===== src/rtl/alu_share_arbiter.sv =====
// alu_share_arbiter
//   Shares one arithmetic unit (add, mul, restoring div, cmp) among NREQ
//   requesters under round-robin arbitration. One transaction runs at a time:
//   grant -> execute -> hold response until the owner consumes it.
//
// Ports
//   clk        rising-edge clock
//   rst        asynchronous active-low reset
//   req_valid  per-requester request pending
//   req_ready  per-requester request accepted (one-hot or zero, combinational)
//   req_op     2-bit opcode per requester: 00 add, 01 mul, 10 div, 11 cmp
//   req_a      WIDTH-bit operand A per requester
//   req_b      WIDTH-bit operand B per requester
//   rsp_valid  per-requester result valid (one-hot or zero)
//   rsp_ready  per-requester result consumed
//   rsp_data   shared 2*WIDTH result bus ({rem,quot} for divide)
//   rsp_div0   divide-by-zero flag, qualified by rsp_valid
//   busy       high whenever the unit is not idle
//   grant_id   index of the requester owning the unit
module alu_share_arbiter #(
  parameter int NREQ  = 4,
  parameter int WIDTH = 4,
  parameter int PTR_W = 2
) (
  input  logic                    clk,
  input  logic                    rst,
  input  logic [NREQ-1:0]         req_valid,
  output logic [NREQ-1:0]         req_ready,
  input  logic [2*NREQ-1:0]       req_op,
  input  logic [WIDTH*NREQ-1:0]   req_a,
  input  logic [WIDTH*NREQ-1:0]   req_b,
  output logic [NREQ-1:0]         rsp_valid,
  input  logic [NREQ-1:0]         rsp_ready,
  output logic [2*WIDTH-1:0]      rsp_data,
  output logic                    rsp_div0,
  output logic                    busy,
  output logic [PTR_W-1:0]        grant_id
);

  localparam int CNT_W = (WIDTH > 1) ? $clog2(WIDTH) : 1;

  typedef enum logic [1:0] {IDLE, EXEC, DIV, RESP} state_t;

  state_t             state;
  logic [1:0]         op_r;
  logic [WIDTH-1:0]   a_r, b_r;
  logic [WIDTH-1:0]   rem_r, quo_r;
  logic [CNT_W-1:0]   cnt;
  logic [PTR_W-1:0]   last_grant;

  // Round-robin search starting just above the last winner, wrapping.
  logic               found;
  logic [PTR_W-1:0]   winner;
  int unsigned        idx;

  always_comb begin
    found  = 1'b0;
    winner = '0;
    idx    = 0;
    for (int unsigned i = 1; i <= NREQ; i++) begin
      idx = (32'(last_grant) + i) % 32'(NREQ);
      if (!found && req_valid[PTR_W'(idx)]) begin
        found  = 1'b1;
        winner = PTR_W'(idx);
      end
    end
  end

  // Gated by rst so nothing is accepted while reset is held.
  assign req_ready = (rst && state == IDLE && found) ? (NREQ'(1) << winner) : '0;

  logic [1:0]       sel_op;
  logic [WIDTH-1:0] sel_a, sel_b;

  always_comb begin
    sel_op = req_op[2*int'(winner) +: 2];
    sel_a  = req_a[WIDTH*int'(winner) +: WIDTH];
    sel_b  = req_b[WIDTH*int'(winner) +: WIDTH];
  end

  // One restoring-division step: quo_r shifts dividend bits out of the top
  // while quotient bits enter at the bottom.
  logic [WIDTH:0]   trial;
  logic             qbit;
  logic [WIDTH-1:0] rem_nx, quo_nx;

  always_comb begin
    trial = {rem_r, quo_r[WIDTH-1]};
    if (trial >= {1'b0, b_r}) begin
      qbit   = 1'b1;
      rem_nx = WIDTH'(trial - {1'b0, b_r});
    end else begin
      qbit   = 1'b0;
      rem_nx = trial[WIDTH-1:0];
    end
    quo_nx = WIDTH'({quo_r, qbit});
  end

  // Single-cycle results; the div entry only occurs for b == 0.
  logic [2*WIDTH-1:0] exec_res;

  always_comb begin
    exec_res = '0;
    case (op_r)
      2'b00: exec_res = (2*WIDTH)'(a_r) + (2*WIDTH)'(b_r);
      2'b01: exec_res = (2*WIDTH)'(a_r) * (2*WIDTH)'(b_r);
      2'b10: exec_res = {a_r, {WIDTH{1'b1}}};
      default: begin
        exec_res[0] = (a_r == b_r);
        exec_res[1] = (a_r > b_r);
        exec_res[2] = (a_r < b_r);
      end
    endcase
  end

  always_ff @(posedge clk or negedge rst) begin
    if (!rst) begin
      state      <= IDLE;
      op_r       <= '0;
      a_r        <= '0;
      b_r        <= '0;
      rem_r      <= '0;
      quo_r      <= '0;
      cnt        <= '0;
      last_grant <= PTR_W'(NREQ - 1);
      grant_id   <= '0;
      rsp_valid  <= '0;
      rsp_data   <= '0;
      rsp_div0   <= 1'b0;
      busy       <= 1'b0;
    end else begin
      case (state)
        IDLE: begin
          if (found) begin
            op_r       <= sel_op;
            a_r        <= sel_a;
            b_r        <= sel_b;
            grant_id   <= winner;
            last_grant <= winner;
            busy       <= 1'b1;
            cnt        <= '0;
            rem_r      <= '0;
            quo_r      <= sel_a;
            state      <= (sel_op == 2'b10 && sel_b != '0) ? DIV : EXEC;
          end
        end
        EXEC: begin
          rsp_data  <= exec_res;
          rsp_div0  <= (op_r == 2'b10);
          rsp_valid <= NREQ'(1) << grant_id;
          state     <= RESP;
        end
        DIV: begin
          rem_r <= rem_nx;
          quo_r <= quo_nx;
          if (cnt == CNT_W'(WIDTH - 1)) begin
            rsp_data  <= {rem_nx, quo_nx};
            rsp_div0  <= 1'b0;
            rsp_valid <= NREQ'(1) << grant_id;
            state     <= RESP;
          end else begin
            cnt <= cnt + 1'b1;
          end
        end
        RESP: begin
          if (rsp_ready[grant_id]) begin
            rsp_valid <= '0;
            rsp_div0  <= 1'b0;
            busy      <= 1'b0;
            state     <= IDLE;
          end
        end
        default: state <= IDLE;
      endcase
    end
  end

endmodule

===== config.mk =====
export PLATFORM = sky130hd
export DESIGN_NAME = alu_share_arbiter
export DESIGN_NICKNAME = d
export VERILOG_FILES = /design/src/rtl/alu_share_arbiter.sv
export SDC_FILE = /design/constraint.sdc
export NUM_CORES = 1
export LEC_CHECK = 0
export BUFFER_PORTS_ARGS = -buffer_cell sky130_fd_sc_hd__buf_2
export CORE_MARGIN = 5
export CORE_UTILIZATION = 55
export CTS_CLUSTER_DIAMETER = 100
export CTS_CLUSTER_SIZE = 14
export DETAILED_ROUTE_END_ITERATION = 10
export PLACE_DENSITY = 0.84
export SETUP_SLACK_MARGIN = 0.02
export SLEW_MARGIN = 20
export SYNTH_ARGS = -nofsm -noshare
export SYNTH_HDL_FRONTEND = slang
export SYNTH_SLANG_ARGS = --single-unit
export TNS_END_PERCENT = 5

===== constraint.sdc =====
create_clock -name clk -period 3.4 [get_ports clk]
set_input_delay 0.68 -clock clk [delete_from_list [all_inputs] [get_ports clk]]
set_output_delay 0.68 -clock clk [all_outputs]
set_load 0.1 [all_outputs]

**Word-level counts from Yosys, hierarchy flattened**

Index checks and enable logic that the tools add are counted.

- Latch bits: 0
- Bits in read-only memories: 0
- Memories: 0
- Register bits: 40
- Word-level logic and storage cells: 114
- Input bits: 50
- RAM bits: 0

- Order comparisons: 8
- Shifts and indexed selects: 5
- Add/sub/neg operators: 7
- Equality and inequality tests: 12
- Multipliers: 1
- Multiplexer cells: 45
- Div/mod/pow operators: 0
- Reduce and logical (&&, ||, !) cells: 23
- Bitwise operators: 0

Operators by type and width:

| operator | number |
|---|---|
| variable part select 16 x 5 -> 4 bit | 2 |
| 2-to-1 mux 4 bit | 6 |
| 2-to-1 mux 2 bit | 10 |
| one-hot mux 4 bit (2 select lines) | 2 |
| one-hot mux 8 bit (2 select lines) | 1 |
| < comparator 2 x 3 -> 1 bit (second input constant) | 5 |
| one-hot mux 5 bit (3 select lines) | 1 |
| 2-to-1 mux 1 bit | 13 |
| one-hot mux 4 bit (3 select lines) | 1 |
| AND reduction 3 bit | 4 |
| binary-select mux 1 bit (select 2 bit) | 5 |
| == test 2 bit (second input constant) | 5 |
| one-hot mux 3 bit (3 select lines) | 1 |
| multiplier 4 x 4 -> 8 bit | 1 |
| 2-to-1 mux 8 bit | 1 |
| inequality test 2 bit (second input constant) | 4 |
| one-hot mux 2 bit (4 select lines) | 1 |
| variable part select 8 x 4 -> 2 bit | 1 |
| << shifter 1 x 2 -> 4 bit (first input constant) | 2 |
| adder 2 x 1 -> 2 bit (second input constant) | 3 |
| logical AND 1 bit | 6 |
| AND reduction 2 bit | 3 |
| nonzero test 2 bit | 3 |
| adder 4 x 4 -> 5 bit | 1 |
| 14 further kinds | 19 |

**Longest topological paths before layout**

Gate-level depths: netlist of the first run.

- Depth after elaboration: 19
- Gate-level depth with buffers: 13

**Worst setup path before layout of the first run**

Ideal clock, no wire load.

- Path kind: input to output
- Start: input port req_valid[1]
- End: output port req_ready[1]
- Path buffers: 1
- Arrival: 3.414 ns
- Stages: 5
- Data required time: 2.720 ns
- Setup slack: -0.694 ns
- Cells stage by stage: or2b_1 a21oi_1 a211oi_2 clkbuf_1 nor3_1

- Longest elaborated chain between the ends: 14
- Elaborated cells between the ends (all ways): 25

RTL lines:

| element | RTL line | source |
|---|---|---|
| start: declaration | 27 | `input logic [NREQ-1:0] req_valid,` |
| binary-select mux 1 bit (select 2 bit) | 62 | `if (!found && req_valid[PTR_W'(idx)]) begin` |
| 2-to-1 mux 1 bit (not written as such) | 62 |  |
| 2-to-1 mux 1 bit | 62 |  |
| zero test 1 bit | 62 |  |
| logical AND 1 bit | 62 |  |
| 2-to-1 mux 1 bit | 62 |  |
| zero test 1 bit | 62 |  |
| logical AND 1 bit | 62 |  |
| 2-to-1 mux 1 bit | 62 |  |
| zero test 1 bit | 62 |  |
| logical AND 1 bit | 62 |  |
| 2-to-1 mux 2 bit / 2-to-1 mux 1 bit (equally long branches) | 62 |  |
| << shifter 1 x 2 -> 4 bit / logical AND 1 bit (equally long branches) | 70 | `assign req_ready = (rst && state == IDLE && found) ? (NREQ'(1) << winner) : '0;` |
| 2-to-1 mux 4 bit (*) | 70 |  |
| end: declaration | 28 | `output logic [NREQ-1:0] req_ready,` |

Mark *: on every way between the ends. The rest lies on a longest branch, timed or not. The select of a mux whose other input is x is not followed.

**Worst setup path after layout of the first run**

- Start: register a_r[2]
- End: register rsp_data[6]

- Longest elaborated chain between the ends: 3

RTL lines:

| element | RTL line | source |
|---|---|---|
| start: declaration | 46 | `logic [WIDTH-1:0] a_r, b_r;` |
| start signal: assignment | 136 | `a_r <= sel_a;` |
| multiplier 4 x 4 -> 8 bit | 106 | `2'b01: exec_res = (2*WIDTH)'(a_r) * (2*WIDTH)'(b_r);` |
| one-hot mux 5 bit (3 select lines) (*) | 104 | `case (op_r)` |
| one-hot mux 8 bit (2 select lines) (*) | 132 | `case (state)` |
| end signal: assignment | 148 | `rsp_data <= exec_res;` |
| end signal: assignment | 157 | `rsp_data <= {rem_nx, quo_nx};` |
| end: declaration | 34 | `output logic [2*WIDTH-1:0] rsp_data,` |

Mark *: on every way between the ends. The rest lies on a longest branch, timed or not.
A chain may end at the register's enable or synchronous reset.

==> reports/results.md, run 1 <==
## Clock network
• clock root buffer: sky130_fd_sc_hd__clkbuf_8
• clock network latency to the later pin of the worst-skew pair: 0.30 ns
• Clock Tree Buf Depth: 2
• Post-CTS Hold Buffers: 0
• post-CTS setup-driven buffer insertion count: 0
• CTS Buf Count: 5
• CTS tree: yes
• number of sinks handled by clock tree synthesis: 40
• clk slew on worst S/H paths: 0.08 ns
• post-cts sizing count: 0
• count of H-tree levels built during CTS: 2

## Routing
• remaining antenna violation count after routing: 0
• drt total wl: 7.905 mm
• routed length per instance: 15.56 µm
• post-detailed-route DRC marker count: 0
• DR pass1 iterations: 5
• total number of vias: 2941
• DR iter-0 viols: 229
• vias per cell: 5.789

## Final layout
• share of layout cells above drive strength 1: 21.94%
• growth of design area from synthesis to finish: 18.22%
• final cell area excluding filler cells: 3831 µm²
• n_diodes: 0
• final instance count without filler cells: 508
• fill count: 490
• number of nets in the layout: 518

## Placed design
• placer congestion estimate: 0.9137
• Buffers on Ports: 69
• estimated wirelength of the detail-placed design: 6.255 mm
• number of cells in the design after placement: 500
• placed instance area: 3720 µm²

## Die
• row cnt: 28
• Total Die Area: 7527 µm²
• vertical extent of the die: 86.76 µm
• Initial Util: 55.72%
• Std-Cell Core Area: 5816 µm²
• I/O pins: 70
• Chip Width: 86.76 µm

## Worst setup path
• type of destination of the critical path: register
• worst path required time: 3.58 ns
• Critical Path Source Type: register
• cell breakdown of the critical path: nand2_1, fa_1, inv_1, fa_1, inv_1, fa_1, inv_1, a21o_1, a21oi_1, xnor2_1, a221oi_1, a211oi_1
• worst setup path class: reg2reg
• arrival time at the worst endpoint: 3.28 ns
• Buf/Inv on CP: 3
• category of cells accounting for the largest share of critical-path delay: adder cells
• Max stage delay cell, worst path: sky130_fd_sc_hd__fa_1
• largest fanout on the critical path: 7
• longest individual stage delay on the worst path: 0.56 ns

## Timing
• post-route fraction of the period consumed by the critical path: 91.10%
• Fmax: 0.3228 GHz
• final hold violation count: 0
• worst slew slack as a fraction of its limit: 48.48%
• max-slew violations: 0
• Post-Route Skew: 0.005315 ns
• final number of setup-violating endpoints: 0
• transition time of the tightest slew-check pin: 0.7677 ns
• final critical-path required period: 3.097 ns
• unrepaired setup endpoints after global routing: no

## Logic synthesis
• largest area contributor in the synthesized netlist: sky130_fd_sc_hd__dfrtp_1
• gate count after technology mapping: 364
• number of warnings reported in the yosys synthesis log: 0
• number of distinct library cells after synthesis: 59
• Cell Area, Synth: 3241 µm²
• cells taking the most area after synthesis: sky130_fd_sc_hd__dfrtp_1 (29%), sky130_fd_sc_hd__ha_1 (12%), sky130_fd_sc_hd__mux2i_1 (7.4%)
• number of synthesized flops with an enable pin: 0
• flip-flop and latch count after synthesis: 40
• area share of the largest cell type after synthesis: 29.34%
• syn_area_per_cell: 8.903 µm²
• portion of the post-synthesis area used by sequential elements: 30.97%
• post-synthesis net count: 450
• dominant synthesized flop cell: sky130_fd_sc_hd__dfrtp_1
• post-synthesis async set-or-reset flop share: 100.0%

## Min path
• worst hold path class: reg2reg

## GRT
• maximum number of pins on one net before global-route repair: 41
• global-route wire length before repair: 13.45 mm
• via count of the first global-routing pass: 2881
• global route total overflow: 0
• global-route usage over all layers: 22.30%
• antenna violations before repair: 0

## Outcome
• status: finished, final reports clean

## Job
• number of max-cap violations: 0

## synth_stat cells, types with 7 or more instances
master                     number
sky130_fd_sc_hd__a211oi_1       8
sky130_fd_sc_hd__a21o_1         7
sky130_fd_sc_hd__a21oi_1       17
sky130_fd_sc_hd__and2_1         8
sky130_fd_sc_hd__clkbuf_1       8
sky130_fd_sc_hd__dfrtp_1       38
sky130_fd_sc_hd__ha_1          30
sky130_fd_sc_hd__inv_1         22
sky130_fd_sc_hd__mux2i_1       24
sky130_fd_sc_hd__nand2_1       47
sky130_fd_sc_hd__nor2_1        27
sky130_fd_sc_hd__nor2b_1        9
sky130_fd_sc_hd__o21ai_0       25
## worst register-to-register path, delay by kind of cell, from the launching register on
kind / cells / cell delay [ns]
adder cells (fa/ha/maj): 3 / 1.50
AO/OA/AOI/OAI: 4 / 0.56
flip-flops: 1 / 0.49
buffers and inverters: 3 / 0.18
XOR/XNOR: 1 / 0.13
AND/OR/NAND/NOR: 1 / 0.12
## layer usage
| metal | wire length (µm) | track usage [%] | share of wire (%) | vias up |
|---|---|---|---|---|
| met3 | 467 | 3.422 | 5.9 | 9 |
| met2 | 3862 | 36.65 | 49 | 107 |
| met4 | 109 | 5.666 | 1.4 | 0 |
| met5 | 0 | 0 | 0 | - |
| met1 | 3466 | 30.81 | 44 | 1384 |
| li1 | - | - | - | 1441 |
## layout make-up
class                           instances  area (µm²)  share of cell area [%]
Multi-Input combinational cell        288        2090                   54.54
Sequential cell                        40        1003                   26.19
Timing Repair Buffer                   75       450.4                   11.76
Tap cell                               75       93.84                   2.449
Inverter                               22       82.58                   2.155
Clock buffer                            5       68.82                   1.796
Clock inverter                          3       42.54                   1.110
## cells in the final DEF, fill, tap and decap left out, drive strengths merged, types with 3 or more instances in the layout
cell type  Yosys  routed
buf            5      75
nand2         47      47
dfrtp         38      38
ha            30      30
o21ai         30      30
nor2          27      27
mux2i         24      24
inv           22      22
a21oi         17      17
nor2b          9       9
a211oi         9       9
and2           8       8
a21o           7       7
nand3          6       6
a31oi          6       6
fa             6       6
clkbuf         9       5
nand2b         4       4
o211ai         4       4
nor4           4       4
xor2           3       3
xnor2          3       3
mux2           3       3
nor3           3       3
## cell families after synthesis
group,synth area share (%)
AO/OA/AOI/OAI,19.19
XOR/XNOR,1.622
adder cells (fa/ha/maj),15.29
buffers and inverters,5.058
flip-flops,30.97
multiplexers,9.150
AND/OR/NAND/NOR,18.73
## stage by stage
step           setup TNS, ns  utilization, %  worst slack [ns]  hold slack (ns)
3_3_place_gp               0           63.96            0.4294           0.4576
5_1_grt                    0           65.88            0.1217           0.5087
6_report                   0           65.88            0.3026           0.4785
4_1_cts                    0           65.88            0.3262           0.4845
3_5_place_dp               0           63.96            0.3445           0.4656
2_1_floorplan        -0.2669               -           -0.2669           0.3844
## state kept, by name, summed over array words and instances (netlist names)
register	count
rsp_data	8
a_r	4
b_r	4
quo_r	4
rem_r	4
rsp_valid	4
cnt	2
grant_id	2
last_grant	2
op_r	2
state	2
busy	1
rsp_div0	1
## final timing paths
| path | depth (start not counted) | from | slack, ns | endpoint |
|---|---|---|---|---|
| min in group asynchronous | 2 | rst | 0.52 | rsp_valid[1] |
| max in group asynchronous | 2 | rst | 2.51 | last_grant[0] |
| worst max register to register | 12 | a_r[2] | 0.30 | rsp_data[6] |
| worst max-delay path | 12 | a_r[2] | 0.30 | rsp_data[6] |
| worst min register to register | 2 | rsp_valid[2] | 0.48 | rsp_valid[2] |
| worst min-delay path | 2 | rsp_valid[2] | 0.48 | rsp_valid[2] |
Power of run 1 is left out: the tool's default activity adds up to more than one toggle a clock period on the data nets, which glitch-free logic cannot reach.
==> run 2: changes to the inputs <==
--- a/config.mk
+++ b/config.mk
@@ -5,9 +5,10 @@
 export SDC_FILE = /design/constraint.sdc
 export NUM_CORES = 1
 export LEC_CHECK = 0
+export ABC_AREA = 1
 export BUFFER_PORTS_ARGS = -buffer_cell sky130_fd_sc_hd__buf_2
 export CORE_MARGIN = 5
-export CORE_UTILIZATION = 55
+export CORE_UTILIZATION = 56
 export CTS_CLUSTER_DIAMETER = 100
 export CTS_CLUSTER_SIZE = 14
 export DETAILED_ROUTE_END_ITERATION = 10
==> constraint.sdc (replaced) <==
create_clock -name clk -period 3.5 [get_ports clk]
set_input_delay 0.7 -clock clk [delete_from_list [all_inputs] [get_ports clk]]
set_output_delay 0.7 -clock clk [all_outputs]
set_load 0.1 [all_outputs]
==> run 2 against run 1 <==
  * Die area is 3.2% higher
  * Worst setup slack worse by 0.22 ns
  * First-iteration DRC count down 8.7%
==> reports/results.md, run 2 <==
## Outcome
• status: finished, final reports clean, unchanged

## Die
• Chip Width: 88.13 µm, was 86.76 µm
• vertical extent of the die: 88.13 µm, was 86.76 µm
• row cnt: 28, unchanged
• Initial Util: 57.73%, was 55.72%
• I/O pins: 70, unchanged
• Std-Cell Core Area: 5921 µm², was 5816 µm²
• Total Die Area: 7767 µm², was 7527 µm²

## Timing
• unrepaired setup endpoints after global routing: yes, was no
• worst slew slack as a fraction of its limit: 58.29%, was 48.48%
• Post-Route Skew: 0.008303 ns, was 0.005315 ns
• transition time of the tightest slew-check pin: 0.6250 ns, was 0.7677 ns
• max-slew violations: 0, unchanged
• Fmax: 0.2928 GHz
• final critical-path required period: 3.415 ns
• final number of setup-violating endpoints: 0, unchanged
• final-layout worst hold slack: 0.4793 ns, was 0.4785 ns
• final hold violation count: 0, unchanged
• post-route fraction of the period consumed by the critical path: 97.58%
• setup TNS after final layout: 0 ns, unchanged

## Routing
• remaining antenna violation count after routing: 0, unchanged
• DR iter-0 viols: 209, was 229
• total number of vias: 3489, was 2941
• DR pass1 iterations: 5, unchanged
• routed length per instance: 13.86 µm, was 15.56 µm
• drt total wl: 8.923 mm, was 7.905 mm
• post-detailed-route DRC marker count: 0, unchanged
• vias per cell: 5.418, was 5.789

## Clock network
• clk slew on worst S/H paths: 0.09 ns, was 0.08 ns
• clock network latency to the later pin of the worst-skew pair: 0.30 ns, about the same
• count of H-tree levels built during CTS: 2, unchanged
• CTS tree: yes, unchanged
• Post-CTS Hold Buffers: 0, unchanged
• Clock Tree Buf Depth: 2, unchanged
• CTS Buf Count: 5, unchanged
• clock root buffer: sky130_fd_sc_hd__clkbuf_8, unchanged
• number of sinks handled by clock tree synthesis: 40, unchanged

## Final layout
• max reg flops: 8, unchanged
• register with the most flip-flops: rsp_data, unchanged
• share of layout cells above drive strength 1: 20.74%, was 21.94%
• number of nets in the layout: 654, was 518
• highest-count cells in the layout ignoring fill and taps: sky130_fd_sc_hd__nand2_1 (169), sky130_fd_sc_hd__buf_2 (66), sky130_fd_sc_hd__inv_1 (59), was sky130_fd_sc_hd__buf_2 (65), sky130_fd_sc_hd__nand2_1 (47), sky130_fd_sc_hd__dfrtp_1 (38)
• fill count: 496, was 490
• area used by multi-input combinational logic: 2116 µm², was 2090 µm²
• Storage cell area: 1003 µm², unchanged
• most common cell after layout, fill and taps aside: sky130_fd_sc_hd__nand2_1, was sky130_fd_sc_hd__buf_2
• growth of design area from synthesis to finish: 18.41%, was 18.22%
• n_diodes: 0, unchanged

## Logic synthesis
• number of warnings reported in the yosys synthesis log: 0, unchanged
• portion of the post-synthesis area used by sequential elements: 29.36%, was 30.97%
• post-synthesis async set-or-reset flop share: 100.0%, unchanged
• gate count after technology mapping: 491, was 364
• largest area contributor in the synthesized netlist: sky130_fd_sc_hd__dfrtp_1, unchanged
• post-synthesis net count: 577, was 450
• leading cell type by number of instances after synthesis: sky130_fd_sc_hd__nand2_1, unchanged
• number of distinct library cells after synthesis: 41, was 59
• commonest cells in the synthesized netlist: sky130_fd_sc_hd__nand2_1 (169), sky130_fd_sc_hd__inv_1 (59), sky130_fd_sc_hd__nor2_1 (41), was sky130_fd_sc_hd__nand2_1 (47), sky130_fd_sc_hd__dfrtp_1 (38), sky130_fd_sc_hd__ha_1 (30)
• cells taking the most area after synthesis: sky130_fd_sc_hd__dfrtp_1 (28%), sky130_fd_sc_hd__nand2_1 (19%), sky130_fd_sc_hd__ha_1 (11%), was sky130_fd_sc_hd__dfrtp_1 (29%), sky130_fd_sc_hd__ha_1 (12%), sky130_fd_sc_hd__mux2i_1 (7.4%)
• dominant synthesized flop cell: sky130_fd_sc_hd__dfrtp_1, unchanged
• number of synthesized flops with an enable pin: 0, unchanged
• syn_area_per_cell: 6.962 µm², was 8.903 µm²
• Cell Area, Synth: 3418 µm², was 3241 µm²
• flip-flop and latch count after synthesis: 40, unchanged
• area share of the largest cell type after synthesis: 27.82%, was 29.34%

## Worst setup path
• FF-to-FF Start: b_r[1], was a_r[2]
• launching element of the worst setup path: last_grant[0], was a_r[2]
• Critical Path Source Type: register, unchanged
• cell breakdown of the critical path: inv_4, nand2_1, nand2_1, nand2_1, nand2_2, nor2_8, nand3_4, nand2_2, nand2_4, buf_4, nor3_1, buf_12, was nand2_1, fa_1, inv_1, fa_1, inv_1, fa_1, inv_1, a21o_1, a21oi_1, xnor2_1, a221oi_1, a211oi_1
• endpoint of the most critical register-to-register path: rsp_data[6], unchanged
• Buf/Inv on CP: 3, unchanged
• category of cells accounting for the largest share of critical-path delay: simple AND/OR/NAND/NOR gates, was adder cells
• worst setup path class: reg2out, was reg2reg
• type of destination of the critical path: output port, was register
• worst path required time: 2.80 ns, was 3.58 ns
• largest fanout on the critical path: 11, was 7
• number of cells traversed by the worst register-to-register path: 14, was 12
• Worst setup endpoint: req_ready[3], was rsp_data[6]
• setup slack on the worst flop-to-flop path: 0.46 ns, was 0.30 ns
• longest individual stage delay on the worst path: 0.65 ns, was 0.56 ns
• WP depth: 12, unchanged
• arrival time at the worst endpoint: 2.72 ns, was 3.28 ns
• Max stage delay cell, worst path: sky130_fd_sc_hd__dfstp_2, was sky130_fd_sc_hd__fa_1
• cell type with the highest occurrence count on the critical path: sky130_fd_sc_hd__nand2_1

## Placed design
• Buffers on Ports: 69, unchanged
• placer congestion estimate: 0.9069, was 0.9137
• estimated wirelength of the detail-placed design: 6.993 mm, was 6.255 mm

## GRT
• global-route wire length before repair: 15.12 mm, was 13.45 mm
• global-route usage over all layers: 24.54%, was 22.30%
• via count of the first global-routing pass: 3403, was 2881
• maximum number of pins on one net before global-route repair: 41, unchanged
• antenna violations before repair: 0, unchanged
• global route total overflow: 0, unchanged

## Min path
• worst hold path class: in2async, was reg2reg

## Job
• number of max-cap violations: 0, unchanged

==> run 2: cell count changes after synthesis, moves of 9 or more <==
cell	before	now
sky130_fd_sc_hd__inv_1	22	59
sky130_fd_sc_hd__nand2_1	47	169
sky130_fd_sc_hd__nand3_1	6	21
sky130_fd_sc_hd__mux2i_1	24	0
sky130_fd_sc_hd__nor2_1	27	41
sky130_fd_sc_hd__nor2b_1	9	0
==> run 2: how the worst min path moves through the flow <==
stage / end / slack [ns] / cells past startpoint
after floorplan: a_r[0] / 0.40 / 0
after global placement: rem_r[3] / 0.48 / 2
after detailed placement: cnt[1] / 0.49 / 1
after CTS: busy / 0.49 / 2
after global routing: busy / 0.51 / 2
final: busy / 0.48 / 2
==> run 2: stage by stage <==
| step | cells | util, % | worst slack [ns] | cell area (µm²) |
|---|---|---|---|---|
| floorplan | 491 | - | -0.7752 | 3418 |
| global placement | 628 | 65.19 | 0.3688 | 3860 |
| detailed placement | 628 | 65.19 | 0.2948 | 3860 |
| CTS | 636 | 67.14 | 0.06386 | 3975 |
| global route | 644 | 68.36 | -0.04803 | 4048 |
| finish | 644 | 68.36 | 0.08484 | 4048 |
==> run 2: layout make-up <==
type | count | area share, %
inverter | 63 | 5.904
clock buffer | 5 | 1.700
timing repair buffer | 81 | 11.87
multi-input combinational | 377 | 52.27
clock inverter | 3 | 1.144
sequential | 40 | 24.79
tap | 75 | 2.318
==> run 2: timing repair <==
item	CTS	global route
endpoints found under the setup margin	0	2
buffers inserted	0	8
gates resized for setup	0	2
hold endpoints to repair	0	0
==> run 2: cells by family (layout without fill, tap and decap cells) <==
kind of cell	count (synthesis)	in the layout	synth area share [%]
AO/OA/AOI/OAI	74	74	12.85
adder cells (fa/ha/maj)	36	36	14.50
AND/OR/NAND/NOR	263	263	33.16
XOR/XNOR	4	4	1.025
flip-flops	40	40	29.36
buffers and inverters	74	152	9.114
==> run 2: worst reg2reg max path: stages, from the launching register on <==
cell,delay [ns]
sky130_fd_sc_hd__dfrtp_1,0.47
sky130_fd_sc_hd__nand2_1,0.11
sky130_fd_sc_hd__fa_1,0.48
sky130_fd_sc_hd__inv_1,0.05
sky130_fd_sc_hd__fa_1,0.57
sky130_fd_sc_hd__inv_1,0.07
sky130_fd_sc_hd__fa_1,0.41
sky130_fd_sc_hd__inv_1,0.08
sky130_fd_sc_hd__nand2_1,0.07
sky130_fd_sc_hd__nand2_1,0.07
sky130_fd_sc_hd__a21oi_1,0.08
sky130_fd_sc_hd__xor2_1,0.15
sky130_fd_sc_hd__o22ai_1,0.14
sky130_fd_sc_hd__nand2_1,0.07
sky130_fd_sc_hd__a31oi_1,0.17
==> run 2: routing by layer <==
layer	track usage, %	wire (µm)
met1	30.94	3711
met2	41.16	4389
met3	4.798	557
met4	10.30	264
met5	0	0
Power of run 2 is left out for the same reason.
==> run 3: changes to the inputs <==
--- a/config.mk
+++ b/config.mk
@@ -13,6 +13,7 @@
 export CTS_CLUSTER_SIZE = 14
 export DETAILED_ROUTE_END_ITERATION = 10
 export PLACE_DENSITY = 0.84
+export RECOVER_POWER = 50
 export SETUP_SLACK_MARGIN = 0.02
 export SLEW_MARGIN = 20
 export SYNTH_ARGS = -nofsm -noshare
==> run 3 against run 2 <==
  * The flow now finishes with violations (capacitance limit, slew limit)
  * First-iteration DRC count increased by 9.1%
  * Clock skew hardly changed
  * Count of clock-buffer cells in the layout stayed put
  * Worst hold slack better by 0.021 ns
  * Die area is the same
  * Worst setup slack is essentially flat
  * Sequential share of layout area grew 0.10 points
  * Fmax is essentially flat
  * Global-route usage unchanged
  * Non-clock buffer count unchanged
  * Critical path type unchanged
  * Largest cell class unchanged
==> reports/results.md, run 3 (synthesized netlist as in run 2, its figures left out) <==
## Outcome
• status: finished with violations, was finished, final reports clean
• failing checks: capacitance limit, slew limit

## Placed design
• estimated wirelength of the detail-placed design: 6.993 mm, unchanged
• worst slack, placed: 0.2948 ns, unchanged
• placer congestion estimate: 0.9069, unchanged
• Buffers on Ports: 69, unchanged

## Die
• I/O pins: 70, unchanged
• vertical extent of the die: 88.13 µm, unchanged
• Initial Util: 57.73%, unchanged
• row cnt: 28, unchanged
• Std-Cell Core Area: 5921 µm², unchanged
• Chip Width: 88.13 µm, unchanged
• Total Die Area: 7767 µm², unchanged

## Routing
• total number of vias: 3495, was 3489
• drt total wl: 8.898 mm, was 8.923 mm
• DR iter-0 viols: 228, was 209
• routed length per instance: 13.82 µm, was 13.86 µm
• post-detailed-route DRC marker count: 0, unchanged
• remaining antenna violation count after routing: 0, unchanged
• DR pass1 iterations: 5, unchanged
• vias per cell: 5.427, was 5.418

## Final layout
• most common cell after layout, fill and taps aside: sky130_fd_sc_hd__nand2_1, unchanged
• n_diodes: 0, unchanged
• max reg flops: 8, unchanged
• growth of design area from synthesis to finish: 17.94%, was 18.41%
• end-of-flow core utilization: 68.09%, was 68.36%
• share of layout cells above drive strength 1: 18.80%, was 20.74%
• number of nets in the layout: 654, unchanged
• highest-count cells in the layout ignoring fill and taps: sky130_fd_sc_hd__nand2_1 (169), sky130_fd_sc_hd__inv_1 (59), sky130_fd_sc_hd__buf_2 (56), was sky130_fd_sc_hd__nand2_1 (169), sky130_fd_sc_hd__buf_2 (66), sky130_fd_sc_hd__inv_1 (59)
• register with the most flip-flops: rsp_data, unchanged

## Worst setup path
• largest fanout on the critical path: 11, unchanged
• FF-to-FF Start: b_r[1], unchanged
• number of cells traversed by the worst register-to-register path: 14, unchanged
• launching element of the worst setup path: last_grant[0], unchanged
• arrival time at the worst endpoint: 2.72 ns, about the same
• Critical Path Source Type: register, unchanged
• worst path required time: 2.80 ns, about the same
• type of destination of the critical path: output port, unchanged
• worst setup path class: reg2out, unchanged

## Timing
• final critical-path required period: 3.415 ns, about the same
• final hold violation count: 0, unchanged
• post-route fraction of the period consumed by the critical path: 97.58%, about the same
• Fmax: 0.2928 GHz, about the same
• transition time of the tightest slew-check pin: 2.152 ns, was 0.6250 ns
• final number of setup-violating endpoints: 0, unchanged
• final worst slack: 0.08480 ns, was 0.08484 ns
• max-slew violations: 41, was 0
• Post-Route Skew: 0.008507 ns, was 0.008303 ns
• unrepaired setup endpoints after global routing: yes, unchanged
• worst slew slack as a fraction of its limit: -43.49%, was 58.29%

## GRT
• global route total overflow: 0, unchanged
• global-route wire length before repair: 15.12 mm, unchanged
• antenna violations before repair: 0, unchanged
• maximum number of pins on one net before global-route repair: 41, unchanged
• via count of the first global-routing pass: 3403, unchanged
• global-route usage over all layers: 24.54%, unchanged

## Clock network
• clock root buffer: sky130_fd_sc_hd__clkbuf_8, unchanged
• count of H-tree levels built during CTS: 2, unchanged
• CTS tree: yes, unchanged
• Clock Tree Buf Depth: 2, unchanged
• CTS Buf Count: 5, unchanged
• Post-CTS Hold Buffers: 0, unchanged
• number of sinks handled by clock tree synthesis: 40, unchanged
• clk slew on worst S/H paths: 0.09 ns, about the same
• clock network latency to the later pin of the worst-skew pair: 0.30 ns, about the same

## Min path
• number of cells traversed by the worst hold path: 1
• worst hold path class: reg2reg, was in2async
• hold path startpoint: cnt[1]

## Job
• number of max-cap violations: 1, was 0

[run 3: changes by cell type in the layout (fill, tap and decap cells not counted), sizes merged]
cell,before,now
clkbuf,5,16
buf,81,70
[run 3: worst max-delay path, cell delays in order (launching register included)]
cell and delay [ns]:
sky130_fd_sc_hd__dfstp_2 0.65, sky130_fd_sc_hd__inv_4 0.09, sky130_fd_sc_hd__nand2_1 0.08, sky130_fd_sc_hd__nand2_1 0.07, sky130_fd_sc_hd__nand2_1 0.07, sky130_fd_sc_hd__nand2_2 0.11, sky130_fd_sc_hd__nor2_8 0.16, sky130_fd_sc_hd__nand3_4 0.10
sky130_fd_sc_hd__nand2_2 0.20, sky130_fd_sc_hd__nand2_4 0.12, sky130_fd_sc_hd__buf_4 0.17, sky130_fd_sc_hd__nor3_1 0.36, sky130_fd_sc_hd__buf_12 0.23
[run 3: cell type report]
cell class	count	area, µm²
fillers	504	1889
flip-flops and latches	40	1003
well taps	75	93.84
clock buffers	5	68.82
inverters	63	239.0
repair buffers	81	464.2
clock inverters	3	46.29
multi-input cells	377	2116
[run 3: metrics by stage]
step           std cells  hold WS (ns)  TNS (ns)  cell area, µm²
4_1_cts              636        0.4916         0            3975
5_1_grt              644        0.5269  -0.08359            4031
3_5_place_dp         628        0.4854         0            3860
6_report             644        0.5004         0            4031
2_1_floorplan        491        0.4044    -2.364            3418
3_3_place_gp         628        0.4768         0            3860
[run 3: final timing paths]
kind | to | slack, ns
min reg2reg | cnt[1] | 0.50
max reg2reg | rsp_data[6] | 0.46
max in group asynchronous | a_r[1] | 1.09
min | cnt[1] | 0.50
max | req_ready[3] | 0.08
min in group asynchronous | busy | 1.18
[run 3: metal layers]
metal / wire length (µm) / track usage [%] / part of all wire [%] / vias to the layer above
met5: 0 / 0 / 0 / -
met4: 235 / 10.30 / 2.6 / 0
met3: 533 / 4.798 / 6.0 / 27
met2: 4412 / 41.16 / 50 / 124
met1: 3715 / 30.94 / 42 / 1610
li1: - / - / - / 1734
[run 3: what timing repair did]
item	4_1_cts	5_1_grt
endpoints found under the hold margin	0	0
gates resized for setup	0	2
endpoints found under the setup margin	0	2
buffers inserted	0	8
Power of run 3 is left out for the same reason.
